===== src/rtl/serial_link_autostart.sv =====
// Hardware bring-up/teardown sequencer for one serial link instance.
// Optional bring-up latency counter enabled by SERIAL_LINK_AUTOSTART_STATS_EN.
module serial_link_autostart #(
    parameter int unsigned NumChannels   = 1,
    parameter int unsigned RstCycles     = 16,
    parameter int unsigned SettleCycles  = 50,
    parameter int unsigned TimeoutCycles = 1024,
    parameter int unsigned MaxRetries    = 3,
    parameter int unsigned CntWidth      = 16
) (
    input  logic                clk_i,
    input  logic                rst_i,
    input  logic                start_i,
    input  logic                stop_i,
    input  logic [1:0]          isolated_i,
    output logic                link_clk_ena_o,
    output logic                link_rst_no,
    output logic [1:0]          axi_isolate_o,
    output logic                ch_alloc_bypass_o,
    output logic                ch_alloc_flush_o,
    output logic                busy_o,
    output logic                link_up_o,
    output logic                error_o,
    output logic [3:0]          retry_cnt_o,
    output logic [CntWidth-1:0] bringup_cycles_o
);

    typedef enum logic [3:0] {
        StIdle, StRstAssert, StClkEn, StRstRelease, StSettle,
        StDeisolate, StUp, StTeardown, StFail
    } state_e;

    localparam logic [CntWidth-1:0] RstLast     = CntWidth'(RstCycles - 1);
    localparam logic [CntWidth-1:0] SettleLast  = CntWidth'(SettleCycles - 1);
    localparam logic [CntWidth-1:0] TimeoutLast = CntWidth'(TimeoutCycles - 1);
    localparam logic [3:0]          RetryMax    = 4'(MaxRetries);
    localparam logic                MultiCh     = (NumChannels > 1);

    state_e              state_q, state_d;
    logic [CntWidth-1:0] cnt_q, cnt_d;
    logic [3:0]          retry_q, retry_d;
    logic                clk_ena_d, rst_n_d, bypass_d, busy_d, up_d, err_d;
    logic [1:0]          iso_d;
    logic                clk_ena_q, rst_n_q, bypass_q, busy_q, up_q, err_q;
    logic [1:0]          iso_q;

    // Timeout in DEISOLATE and link loss in UP share this retry decision.
    function automatic state_e retry_target(input logic [3:0] r);
        return (r < RetryMax) ? StRstAssert : StFail;
    endfunction

    always_comb begin
        state_d = state_q;
        retry_d = retry_q;
        case (state_q)
            StIdle: begin
                if (start_i) begin
                    state_d = StRstAssert;
                    retry_d = '0;
                end
            end
            StRstAssert: begin
                if (stop_i)                state_d = StTeardown;
                else if (cnt_q == RstLast) state_d = StClkEn;
            end
            StClkEn:      state_d = stop_i ? StTeardown : StRstRelease;
            StRstRelease: state_d = stop_i ? StTeardown : StSettle;
            StSettle: begin
                if (stop_i)                   state_d = StTeardown;
                else if (cnt_q == SettleLast) state_d = StDeisolate;
            end
            StDeisolate: begin
                if (stop_i)                      state_d = StTeardown;
                else if (isolated_i == 2'b00)    state_d = StUp;
                else if (cnt_q == TimeoutLast) begin
                    state_d = retry_target(retry_q);
                    if (retry_q < RetryMax) retry_d = retry_q + 4'd1;
                end
            end
            StUp: begin
                if (stop_i) state_d = StTeardown;
                else if (isolated_i != 2'b00) begin
                    state_d = retry_target(retry_q);
                    if (retry_q < RetryMax) retry_d = retry_q + 4'd1;
                end
            end
            StTeardown: begin
                if (isolated_i == 2'b11 || cnt_q == TimeoutLast) state_d = StIdle;
            end
            StFail: begin
                if (!start_i && stop_i) state_d = StIdle;
            end
            default: state_d = StIdle;
        endcase
        cnt_d = (state_d != state_q) ? '0 : cnt_q + 1'b1;
    end

    // Outputs decoded from the next state so the registered copies track the state.
    always_comb begin
        clk_ena_d = 1'b0;
        rst_n_d   = 1'b0;
        iso_d     = 2'b11;
        bypass_d  = 1'b0;
        busy_d    = 1'b1;
        up_d      = 1'b0;
        err_d     = 1'b0;
        case (state_d)
            StIdle:      busy_d = 1'b0;
            StRstAssert: busy_d = 1'b1;
            StClkEn: begin
                clk_ena_d = 1'b1;
                bypass_d  = MultiCh;
            end
            StRstRelease, StSettle, StTeardown: begin
                clk_ena_d = 1'b1;
                rst_n_d   = 1'b1;
                bypass_d  = MultiCh;
            end
            StDeisolate: begin
                clk_ena_d = 1'b1;
                rst_n_d   = 1'b1;
                iso_d     = 2'b00;
                bypass_d  = MultiCh;
            end
            StUp: begin
                clk_ena_d = 1'b1;
                rst_n_d   = 1'b1;
                iso_d     = 2'b00;
                bypass_d  = MultiCh;
                busy_d    = 1'b0;
                up_d      = 1'b1;
            end
            StFail: begin
                busy_d = 1'b0;
                err_d  = 1'b1;
            end
            default: busy_d = 1'b0;
        endcase
    end

    always_ff @(posedge clk_i) begin
        if (rst_i) begin
            state_q   <= StIdle;
            cnt_q     <= '0;
            retry_q   <= '0;
            clk_ena_q <= 1'b0;
            rst_n_q   <= 1'b0;
            iso_q     <= 2'b11;
            bypass_q  <= 1'b0;
            busy_q    <= 1'b0;
            up_q      <= 1'b0;
            err_q     <= 1'b0;
        end else begin
            state_q   <= state_d;
            cnt_q     <= cnt_d;
            retry_q   <= retry_d;
            clk_ena_q <= clk_ena_d;
            rst_n_q   <= rst_n_d;
            iso_q     <= iso_d;
            bypass_q  <= bypass_d;
            busy_q    <= busy_d;
            up_q      <= up_d;
            err_q     <= err_d;
        end
    end

    assign link_clk_ena_o    = clk_ena_q;
    assign link_rst_no       = rst_n_q;
    assign axi_isolate_o     = iso_q;
    assign ch_alloc_bypass_o = bypass_q;
    assign ch_alloc_flush_o  = bypass_q;
    assign busy_o            = busy_q;
    assign link_up_o         = up_q;
    assign error_o           = err_q;
    assign retry_cnt_o       = retry_q;

`ifdef SERIAL_LINK_AUTOSTART_STATS_EN
    logic [CntWidth-1:0] stats_q, stats_d;

    // Counts every edge spent in bring-up states, across retries; holds in UP.
    always_comb begin
        stats_d = stats_q;
        if (state_q == StIdle && state_d != StIdle) begin
            stats_d = '0;
        end else if (state_q inside {StRstAssert, StClkEn, StRstRelease, StSettle, StDeisolate}
                     && stats_q != '1) begin
            stats_d = stats_q + 1'b1;
        end
    end

    always_ff @(posedge clk_i) begin
        if (rst_i) stats_q <= '0;
        else       stats_q <= stats_d;
    end

    assign bringup_cycles_o = stats_q;
`else
    assign bringup_cycles_o = '0;
`endif

endmodule


===== config.mk =====
export PLATFORM = sky130hd
export DESIGN_NAME = serial_link_autostart
export DESIGN_NICKNAME = d
export VERILOG_FILES = /design/src/rtl/serial_link_autostart.sv
export SDC_FILE = /design/constraint.sdc
export NUM_CORES = 1
export LEC_CHECK = 0
export ABC_CLOCK_PERIOD_IN_PS = 7560
export CORE_ASPECT_RATIO = 2
export CORE_UTILIZATION = 59
export CTS_BUF_LIST = sky130_fd_sc_hd__clkbuf_4
export CTS_CLUSTER_DIAMETER = 150
export DETAILED_ROUTE_END_ITERATION = 7
export GPL_ROUTABILITY_DRIVEN = 0
export PLACE_DENSITY = 0.87
export SLEW_MARGIN = 20
export SYNTH_ARGS = -nofsm -noshare
export SYNTH_HDL_FRONTEND = slang
export SYNTH_SLANG_ARGS = --single-unit

===== constraint.sdc =====
create_clock -name clk_i -period 7.56 [get_ports clk_i]
set_clock_uncertainty 0.2 [all_clocks]
set_input_delay 1.134 -clock clk_i [delete_from_list [all_inputs] [get_ports clk_i]]
set_output_delay 1.134 -clock clk_i [all_outputs]
set_load 0.05 [all_outputs]

* Word-level counts from Yosys, hierarchy flattened
Index checks and enable logic that the tools add are counted.
** Word-level totals
- Word-level logic and storage cells :: 82
- Output and inout port bits :: 29
- Flip-flop bits (word level) :: 31
- Input port bits :: 6
** Operators by class
- Equality and inequality tests :: 27
- Reduce and logical (&&, ||, !) cells :: 13
- Multiplexer cells :: 30
- $add $sub $neg :: 2
- Magnitude comparators :: 1
** Operator list (number)
- $mux 4 :: 20
- $pmux 4 s9 :: 1
- $eq 4x3->1 const B :: 8
- $add 16x1->16 const B :: 1
- $eq 16x10->1 const B :: 1
- $eq 16x4->1 const B :: 1
- $eq 16x6->1 const B :: 1
- $eq 4x2->1 const B :: 4
- $ne 2x2->1 const B :: 6
- $pmux 4 s3 :: 1
- $reduce_or 6->1 :: 2
- $eq 4x1->1 const B :: 2
- $eq 4x4->1 const B :: 2
- $reduce_and 7->1 :: 1
- $mux 1 :: 5
- $reduce_or 5->1 :: 1
- $add 4x1->4 const B :: 1
- $logic_not 4->1 :: 1
- $lt 4x2->1 const B :: 1
- $mux 2 :: 2
- $ne 4x4->1 :: 1
- $reduce_or 2->1 :: 2
- $mux 3 :: 1
- $reduce_bool 3->1 :: 1
- 6 further kinds :: 6

* Longest topological paths before layout
Gate-level depths: netlist of the first run.
- Depth in word-level cells :: 9
- Depth in mapped cells :: 9
- Gate-level depth less buffers :: 7

* Least setup slack after synthesis of the first run
Ideal clock, no wire load.
- Path type :: input-to-reg
- Start :: input port stop_i
- End :: register cnt_q[11]
- Setup time :: 0.070 ns
- Path slack :: 4.445 ns
- Arrival time :: 2.845 ns
- Cell stages on the path :: 7
- Path buffers :: 2
- Cell sequence :: clkbuf_1 inv_1 a221oi_1 o21a_1 clkbuf_1 o2111ai_1 a21oi_1
** Between the ends
- Longest elaborated chain between the ends :: 5
- Elaborated cells on any way between the ends :: 11
** RTL lines
- from (decl) :: RTL line 14 : input logic stop_i,
- $logic_and 1x1->1 :: RTL line 91 : if (!start_i && stop_i) state_d = StIdle;
- $mux 4 :: RTL line 91
- $pmux 4 s9 (*) :: RTL line 55 : case (state_q)
- $ne 4x4->1 (*) :: RTL line 95 : cnt_d = (state_d != state_q) ? '0 : cnt_q + 1'b1;
- $reduce_or 2->1 (no line) (*)
- to (signal assigned) :: RTL line 155 : cnt_q <= cnt_d;
- to (decl) :: RTL line 40 : logic [CntWidth-1:0] cnt_q, cnt_d;
Every way passes the cells marked *; elsewhere a longest branch is shown, timed or not.
A chain may end at the register's enable or synchronous reset.

* Worst setup path in the final report of the first run
- Start :: input port isolated_i[0]
- End :: register cnt_q[2]
** Between the ends
- Longest elaborated chain between the ends :: 6
- Elaborated cells on any way between the ends :: 12
** RTL lines
- from (decl) :: RTL line 15 : input logic [1:0] isolated_i,
- $eq 2x2->1 (tied with other cells) :: RTL line 88 : if (isolated_i == 2'b11 || cnt_q == TimeoutLast) state_d = StIdle;
- $logic_or 1x1->1 (tied with other cells) :: RTL line 88
- $mux 4 (on tied branches) :: RTL line 88, 73, 81
- $pmux 4 s9 (*) :: RTL line 55
- $ne 4x4->1 (*) :: RTL line 95
- $reduce_or 2->1 (no line) (*)
Marked as above.

==> results of run 1 <==
## registers in the layout (all words and copies together) (netlist names)
register        cells
error_o             1
retry_cnt_o         4
cnt_q              16
axi_isolate_o       1
link_up_o           1
link_clk_ena_o      1
busy_o              1
state_q             4
link_rst_no         1
## worst reg2reg max path: cells and delay by family (launching register included)
kind / cells / cell delay (ps)
AND/OR/NAND/NOR: 3 / 1580
AO/OA/AOI/OAI: 3 / 570
adder cells (fa/ha/maj): 1 / 220
flip-flops: 1 / 420
## cells in the final DEF (no fill, tap or decap), types with 3 or more instances in the layout
cell type         n
a21oi_1          24
clkbuf_4          6
clkdlybuf4s50_1  16
conb_1           18
dfxtp_1          30
ha_1              3
inv_1             6
nand2_1          15
nand3_1           5
nand4_1           4
nor2_1           16
nor3_1           10
o2111ai_1        17
o21ai_0           7
or4_4             3
xnor2_1           8
xor2_1            7
## metal layers
metal  vias to the layer above  part of all wire, %
met5                         -                    0
li1                        863                    -
met4                         0                  2.4
met2                        60                   55
met1                       821                   39
met3                        12                  3.4
## power groups by stage
stage	clock (mW)	sequential, mW	combinational, mW
after floorplan	0	0.243	0.334
after global placement	0	0.223	0.406
after detailed placement	0	0.224	0.411
after CTS	0.0964	0.220	0.412
after global routing	0.105	0.225	0.448
final	0.0932	0.222	0.416
## layout make-up
| type | instances | area, µm² |
|---|---|---|
| Fill cell | 291 | 1110 |
| Inverter | 6 | 22.5 |
| Multi-Input combinational cell | 186 | 1240 |
| Sequential cell | 30 | 601 |
| Clock buffer | 6 | 45.0 |
| Clock inverter | 2 | 8.76 |
| Timing Repair Buffer | 16 | 160 |
| Tap cell | 31 | 38.8 |
## metrics by stage
stage | instance area (µm²) | worst slack (ps) | utilization [%] | hold slack (ps)
after floorplan | 2090 | 4440 | - | 344
after global placement | 2060 | 3740 | 63.9 | 270
after detailed placement | 2070 | 3740 | 64.0 | 281
after CTS | 2120 | 4080 | 65.7 | 295
after global routing | 2120 | 3870 | 65.7 | 318
final | 2120 | 4060 | 65.7 | 292
## worst paths after layout
path                  startpoint              to  cells after the start
setup / recovery   isolated_i[0]        cnt_q[2]                      7
hold / removal    retry_cnt_o[1]  retry_cnt_o[1]                      2
setup reg to reg        cnt_q[0]        cnt_q[2]                      7
hold reg to reg   retry_cnt_o[1]  retry_cnt_o[1]                      2
## cells by family after synthesis
| group | Yosys count | synth area share (%) |
|---|---|---|
| simple gates | 79 | 24.7 |
| xor+xnor | 15 | 6.48 |
| mux | 2 | 1.05 |
| other cells | 1 | 0.185 |
| fa+ha+maj | 3 | 1.85 |
| compound gates | 69 | 23.8 |
| buf+inv | 39 | 12.3 |
| flops | 30 | 29.6 |
==> impl_metrics.toml, run 1 <==
[worst_setup_path]
crit_arrival_ps = 3560
critical_path_buf_inv_count = 1
end_kind = "flip-flop"
crit_slowest_cell = "a221oi_1"
startpoint_type = "input pin"
crit_chain = "clkdlybuf4s50_1 -> nor2_1 -> o21ai_0 -> a221oi_1 -> o21a_1 -> o2111ai_1 -> a21oi_1"
worst-setup-path-type = "in2reg"
crit_family = "compound AO/OA/AOI/OAI gates"
crit_path_max_incr_delay_ps = 670
r2r_slack_ps = 4490
crit_required_ps = 7620
crit_path_max_fanout = 16

[die]
pin_count = 35
core_region_area_mm2 = 0.00323
rows = 29
start_util_pct = 62.8
die_h_um = 84.9
dieWidth_um = 43.5
dieArea_mm2 = 0.00369

[timing]
finalCritPeriodShare_pct = 46.3
rsz0062_at_grt = "false"
relSlewSlack_pct = 41.5
tightest_slew_ps = 872
setup_tns_ps = 0
report.final.slew_viol_count = 0
setup_viol = 0
hold_violations = 0
fmax_ghz = 0.286
finalCriticalPeriod_ps = 3500

[drt]
drt_first_pass_iters = 8
drt_iter0_drc = 74
ant_nets = 0
wl_per_cell_um = 16.3
wl_um = 4530
num_vias = 1756
drc = 6
post_drt_via_cell_ratio = 6.34

[grt]
grt.total_usage_pct = 27.1
grt_use_met1_pct = 29.5
grt.busiest_layer = "met2"
grt_use_met2_pct = 47.5
grt_pass1_vias = 1667
grt_max_degree = 20
grt_antenna_before_repair = 0
grt_util_met3_pct = 6.17
grt_pass1_wl_um = 7670
grt-ovfl-total = 0

[synth]
async_flop_share_pct = 0
ys.flop_type = "dfxtp_1"
synth_area_leaders = "dfxtp_1 (30%), buf_4 (8.5%), o2111ai_1 (7.3%)"
syn_inst = 238
yosysWarnings = 0
yosysMostFrequentCell = "dfxtp_1"
synth_cell_types = 57
synth_edf_count = 0
ys_top_cells_by_count = "dfxtp_1 (30), a21oi_1 (25), buf_4 (23)"
synth_top_area_share_pct = 29.6
synth_largest_area_cell = "dfxtp_1"
avgSynthCellArea_um2 = 8.52
ys_ff_latch = 30
synth_area_mm2 = 0.00203
ys_seq_area_share_pct = 29.6

[place]
placed_cells = 269
hpwl_um = 3240
port_buffers = 16

[cells_and_area]
areaGrowthSynthToFinish_pct = 4.56
layout-drive-gt1-share_pct = 11.0
insertedDiodeCount = 0
stdcell_count = 277
nNetsFinal = 254

[cts]
insertion_delay_ps = 340
cts_hold_buf = 0
cts.reportedPaths.clkPinSlew_ps = 100
cts_max_level = 2
cts_tree = "built"
clockBufferDepth = 2
clockRootBuffer = "clkbuf_4"
cts_num_sinks = 30
cts_inserted_buffers = 5
post_cts_buffers = 0
cts_resized = 0

[power_and_ir_drop]
p_leak_nw = 0.759
power_frac_clock_pct = 12.7
power_density_mw_per_mm2 = 345
seq_power_share_pct = 30.3
p_switching_mw = 0.381
p_int_mw = 0.350
comb_power_share_pct = 56.9
power.share.switching_pct = 52.1
irDropWorstVdd_uv = 182
p_total_mw = 0.731

[outcome]
outcome = "finished with violations"
violations = "design-rule violations"

[min_path]
hold_path_class = "reg2reg"

[flow_run]
cap_violations = 0
(Power assumes the default switching activity.)
==> run 2: changes to the inputs <==
--- a/config.mk
+++ b/config.mk
@@ -5,14 +5,14 @@
 export SDC_FILE = /design/constraint.sdc
 export NUM_CORES = 1
 export LEC_CHECK = 0
-export ABC_CLOCK_PERIOD_IN_PS = 7560
+export ABC_CLOCK_PERIOD_IN_PS = 3570
 export CORE_ASPECT_RATIO = 2
-export CORE_UTILIZATION = 59
+export CORE_UTILIZATION = 55
 export CTS_BUF_LIST = sky130_fd_sc_hd__clkbuf_4
 export CTS_CLUSTER_DIAMETER = 150
 export DETAILED_ROUTE_END_ITERATION = 7
 export GPL_ROUTABILITY_DRIVEN = 0
-export PLACE_DENSITY = 0.87
+export PLACE_DENSITY = 0.82
 export SLEW_MARGIN = 20
 export SYNTH_ARGS = -nofsm -noshare
 export SYNTH_HDL_FRONTEND = slang
==> constraint.sdc (replaced) <==
create_clock -name clk_i -period 3.57 [get_ports clk_i]
set_clock_uncertainty 0.2 [all_clocks]
set_input_delay 0.5355 -clock clk_i [delete_from_list [all_inputs] [get_ports clk_i]]
set_output_delay 0.5355 -clock clk_i [all_outputs]
set_load 0.05 [all_outputs]
==> run 2 against run 1 <==
Net effect: the run now ends clean; count of clock-buffer cells in the layout is 1 lower; non-clock buffer count grew 4; global-route usage shrank 2.6 points; total power increased by 130%; critical path depth unchanged; core utilization decreased by 2.1 points; register-to-register slack got worse by 3800 ps; combinational power up 120%; hold slack worse by 4.2 ps; final area is 3.5% higher; clock power grew to 2.9 times the previous value; die area rose by 7.0%.
==> impl_metrics.toml, run 2 (synthesis gave the netlist of run 1 again) <==
[timing]
finalCritPeriodShare_pct = 81.6
setup_viol = 0
worst_slack_ps = 658
fmax_ghz = 0.343
report.final.slew_viol_count = 0
hold_slack_ps = 287
finalCriticalPeriod_ps = 2910
hold_violations = 0
tightest_slew_ps = 759
rsz0062_at_grt = "false"
setup_tns_ps = 0
relSlewSlack_pct = 49.4

[cells_and_area]
stdcell_count = 298
nNetsFinal = 258
areaGrowthSynthToFinish_pct = 8.27
insertedDiodeCount = 0
regMostFlops = "cnt_q"
layout-drive-gt1-share_pct = 12.8
final_common_cell = "dfxtp_1"
fin_util_pct = 63.6
regArea_um2 = 601
multi_input_area_mm2 = 0.00124
layout_common_cells = "dfxtp_1 (30), a21oi_1 (24), conb_1 (18), o2111ai_1 (17)"
n_fill_cell = 323
fin_area_mm2 = 0.00220
largest_reg_flops = 16

[die]
die_h_um = 87.9
core_region_area_mm2 = 0.00345
pin_count = 35
dieArea_mm2 = 0.00395
rows = 30
dieWidth_um = 44.9
start_util_pct = 58.7

[grt]
grt_max_degree = 17
grt.total_usage_pct = 24.5
grt_pass1_wl_um = 7230
grt_pass1_vias = 1601
grt_antenna_before_repair = 0
grt-ovfl-total = 0

[place]
place_area_mm2 = 0.00211
placed_cells = 290
hpwl_um = 3230
port_buffers = 16
place_ws_ps = 432

[min_path]
whs_path_depth = 2
hold_end = "retry_cnt_o[1]"
min_from = "retry_cnt_o[1]"
hold_path_class = "reg2reg"

[worst_setup_path]
r2r_slack_ps = 660
r2r_start = "cnt_q[0]"
end_kind = "flip-flop"
startpoint_type = "flip-flop"
crit_path_max_fanout = 8
crit_required_ps = 3650
crit_arrival_ps = 3000
worst-setup-path-type = "reg2reg"
worst-r2r-cell-count = 7
r2r-end = "busy_o"

[drt]
drt_iter0_drc = 34
num_vias = 1777
wl_um = 4490
ant_nets = 0
drt_first_pass_iters = 4
wl_per_cell_um = 15.1
drc = 0
post_drt_via_cell_ratio = 5.96

[cts]
cts_tree = "built"
clockRootBuffer = "clkbuf_4"
post_cts_buffers = 0
cts_resized = 0
insertion_delay_ps = 340
cts.reportedPaths.clkPinSlew_ps = 110
clockBufferDepth = 2
cts_inserted_buffers = 5
cts_num_sinks = 30
cts_max_level = 2
cts_hold_buf = 0

[flow_run]
cap_violations = 0

[power_and_ir_drop]
p_leak_nw = 0.791
p_total_mw = 1.65
power_density_mw_per_mm2 = 751
irDropWorstVdd_uv = 491

[outcome]
outcome = "complete, no violations"
[run 2: per-layer routing]
metal  wire (µm)  global-route usage (%)
met1        1700                    25.4
met2        2440                    43.1
met3         153                    4.54
met4         204                    15.2
met5           0                       0
[run 2: worst max path at each step]
stage | from | end | slack (ps)
6_report | cnt_q[0] | busy_o | 660
5_1_grt | state_q[0] | cnt_q[13] | 420
4_1_cts | state_q[0] | cnt_q[13] | 660
3_5_place_dp | stop_i | cnt_q[13] | 430
3_3_place_gp | isolated_i[1] | cnt_q[14] | 500
2_1_floorplan | cnt_q[10] | axi_isolate_o[0] | 820
[run 2: worst max-delay path, cell delays in order (launching register included)]
cell and delay (ps):
dfxtp_1 420, ha_1 220, nand3_1 290, nor4_4 470, o21ai_2 220, nor3_1 510
mux2_2 390, a21oi_1 140
[run 2: final cells by class]
class | count | area share [%]
clock inverters | 3 | 1.82
repair buffers | 20 | 8.66
multi-input cells | 186 | 56.7
inverters | 6 | 1.03
well taps | 48 | 2.74
flip-flops and latches | 30 | 27.4
clock buffers | 5 | 1.71
[run 2: where the power goes]
group / internal [mW] / switching, mW
registers: 0.383 / 0.0694
logic: 0.301 / 0.623
clock network: 0.145 / 0.127
==> run 3: changes to the inputs <==
--- a/config.mk
+++ b/config.mk
@@ -5,14 +5,14 @@
 export SDC_FILE = /design/constraint.sdc
 export NUM_CORES = 1
 export LEC_CHECK = 0
-export ABC_CLOCK_PERIOD_IN_PS = 3570
+export ABC_CLOCK_PERIOD_IN_PS = 2400
 export CORE_ASPECT_RATIO = 2
-export CORE_UTILIZATION = 55
+export CORE_UTILIZATION = 50
 export CTS_BUF_LIST = sky130_fd_sc_hd__clkbuf_4
 export CTS_CLUSTER_DIAMETER = 150
 export DETAILED_ROUTE_END_ITERATION = 7
 export GPL_ROUTABILITY_DRIVEN = 0
-export PLACE_DENSITY = 0.82
+export PLACE_DENSITY = 0.78
 export SLEW_MARGIN = 20
 export SYNTH_ARGS = -nofsm -noshare
 export SYNTH_HDL_FRONTEND = slang
==> constraint.sdc (replaced) <==
create_clock -name clk_i -period 2.4 [get_ports clk_i]
set_clock_uncertainty 0.2 [all_clocks]
set_input_delay 0.36 -clock clk_i [delete_from_list [all_inputs] [get_ports clk_i]]
set_output_delay 0.36 -clock clk_i [all_outputs]
set_load 0.05 [all_outputs]
==> run 3 against run 2 <==
Net effect: the run now ends with negative setup slack left; critical path type unchanged; combinational power increased by 150%; largest cell class unchanged; critical path depth increased by 2; count of clock-buffer cells in the layout stayed put; non-clock buffer count grew 58; sequential power up 33%; largest power group unchanged.
==> impl_metrics.toml, run 3 (synthesis gave the netlist of run 1 again) <==
[worst_setup_path]
startpoint_type = "flip-flop"
endpoint = "cnt_q[4]"
crit_arrival_ps = 2710
worst-r2r-cell-count = 9
crit_path_max_fanout = 8
crit_chain = "buf_6 -> or4bb_4 -> nor4_4 -> buf_4 -> o21ai_4 -> nor4_4 -> clkbuf_16 -> o2111ai_1 -> a21oi_1"
r2r_slack_ps = -230
crit_top_cell = "nor4_4"
critical_path_buf_inv_count = 3
r2r-end = "cnt_q[4]"
end_kind = "flip-flop"
worst-setup-path-type = "reg2reg"
crit_slowest_cell = "or4bb_4"
r2r_start = "cnt_q[8]"
crit_cells = 9
crit_start = "cnt_q[8]"
crit_family = "simple AND/OR/NAND/NOR gates"
crit_path_max_incr_delay_ps = 450
crit_required_ps = 2480

[drt]
num_vias = 2103
post_drt_via_cell_ratio = 5.87
drc = 0
ant_nets = 0
wl_per_cell_um = 16.4
drt_first_pass_iters = 5
drt_iter0_drc = 65
wl_um = 5860

[die]
die_h_um = 92.1
core_region_area_mm2 = 0.00388
pin_count = 35
dieWidth_um = 47.0
start_util_pct = 52.2
dieArea_mm2 = 0.00433
rows = 32

[power_and_ir_drop]
power_density_mw_per_mm2 = 1110
irDropWorstVdd_uv = 989
p_leak_nw = 1.13

[cells_and_area]
nNetsFinal = 316
layout_common_cells = "buf_4 (51), dfxtp_1 (26), a21oi_1 (22), conb_1 (18), clkdlybuf4s50_1 (16)"
insertedDiodeCount = 0
areaGrowthSynthToFinish_pct = 40.6
largest_reg_flops = 16
final_common_cell = "buf_4"
layout-drive-gt1-share_pct = 36.8
stdcell_count = 358
regMostFlops = "cnt_q"
n_fill_cell = 271
fin_util_pct = 73.4

[grt]
grt_pass1_wl_um = 8600
grt-ovfl-total = 0
grt_max_degree = 19
grt_antenna_before_repair = 0
grt.total_usage_pct = 27.2
grt_pass1_vias = 1985

[outcome]
violations = "negative setup slack"
outcome = "finished with violations"

[cts]
cts_max_level = 2
clockBufferDepth = 2
cts_inserted_buffers = 5
cts_hold_buf = 0
cts_num_sinks = 30
cts.reportedPaths.clkPinSlew_ps = 100
insertion_delay_ps = 340
cts_tree = "built"
clockRootBuffer = "clkbuf_4"

[timing]
fmax_ghz = 0.380
finalCriticalPeriod_ps = 2630
relSlewSlack_pct = 65.6
rsz0062_at_grt = "true"
tightest_slew_ps = 514
report.final.slew_viol_count = 0
worst_slack_ps = -229
hold_slack_ps = 288
setup_viol = 23
setup_tns_ps = -4100
hold_violations = 0
finalCritPeriodShare_pct = 110

[place]
port_buffers = 16
placed_cells = 341
hpwl_um = 3790
place_ws_ps = -239

[min_path]
hold_path_class = "reg2reg"
min_from = "retry_cnt_o[1]"

[flow_run]
cap_violations = 0
[run 3: cell count changes in the layout (fill, tap and decap cells not counted), moves of 3 or more]
cell,change
buf_12,+3
dfxtp_2,+4
o2111ai_1,-10
dfxtp_1,-4
buf_4,+47
buf_6,+7
o2111ai_2,+8
[run 3: per-stage QoR]
stage	area [µm²]	total power, mW
2_1_floorplan	2130	1.87
3_5_place_dp	2540	2.40
6_report	2850	3.16
3_3_place_gp	2540	2.37
4_1_cts	2710	2.87
5_1_grt	2850	3.30
[run 3: worst min path at each step]
stage,endpoint,slack (ps),cells past startpoint
final,retry_cnt_o[1],290,2
after CTS,retry_cnt_o[1],290,2
after detailed placement,retry_cnt_o[1],280,2
after global placement,retry_cnt_o[1],270,2
after floorplan,cnt_q[8],340,3
after global routing,retry_cnt_o[1],320,2
[run 3: what timing repair did]
item                       CTS  global route
cloned                       1             1
gates resized for setup     17            18
setup endpoints to repair   22            26
setup buffers                5             3
pin swaps                    8             8
[run 3: final cells by class]
| type | count | area, µm² | area share [%] |
|---|---|---|---|
| inverters | 6 | 22.5 | 0.790 |
| flip-flops and latches | 30 | 606 | 21.2 |
| well taps | 51 | 63.8 | 2.24 |
| multi-input cells | 186 | 1410 | 49.3 |
| repair buffers | 78 | 707 | 24.8 |
| clock buffers | 5 | 37.5 | 1.32 |
| clock inverters | 2 | 10.0 | 0.351 |
[run 3: layer usage]
layer,GRT usage (%),wire length [µm],vias up
met1,25.3,2010,993
met5,0,0,-
li1,-,-,985
met3,4.72,255,31
met4,18.1,324,0
met2,48.6,3280,94
[run 3: worst min-delay path, stage by stage (launching register included)]
cell and delay [ps]:
dfxtp_1 340, nand2_1 60, mux2i_1 50
[run 3: where the power goes]
| group | leakage [nW] | internal, mW | switching [mW] |
|---|---|---|---|
| logic | 0.853 | 0.960 | 1.32 |
| clock network | 0.0308 | 0.105 | 0.178 |
| registers | 0.246 | 0.570 | 0.0337 |
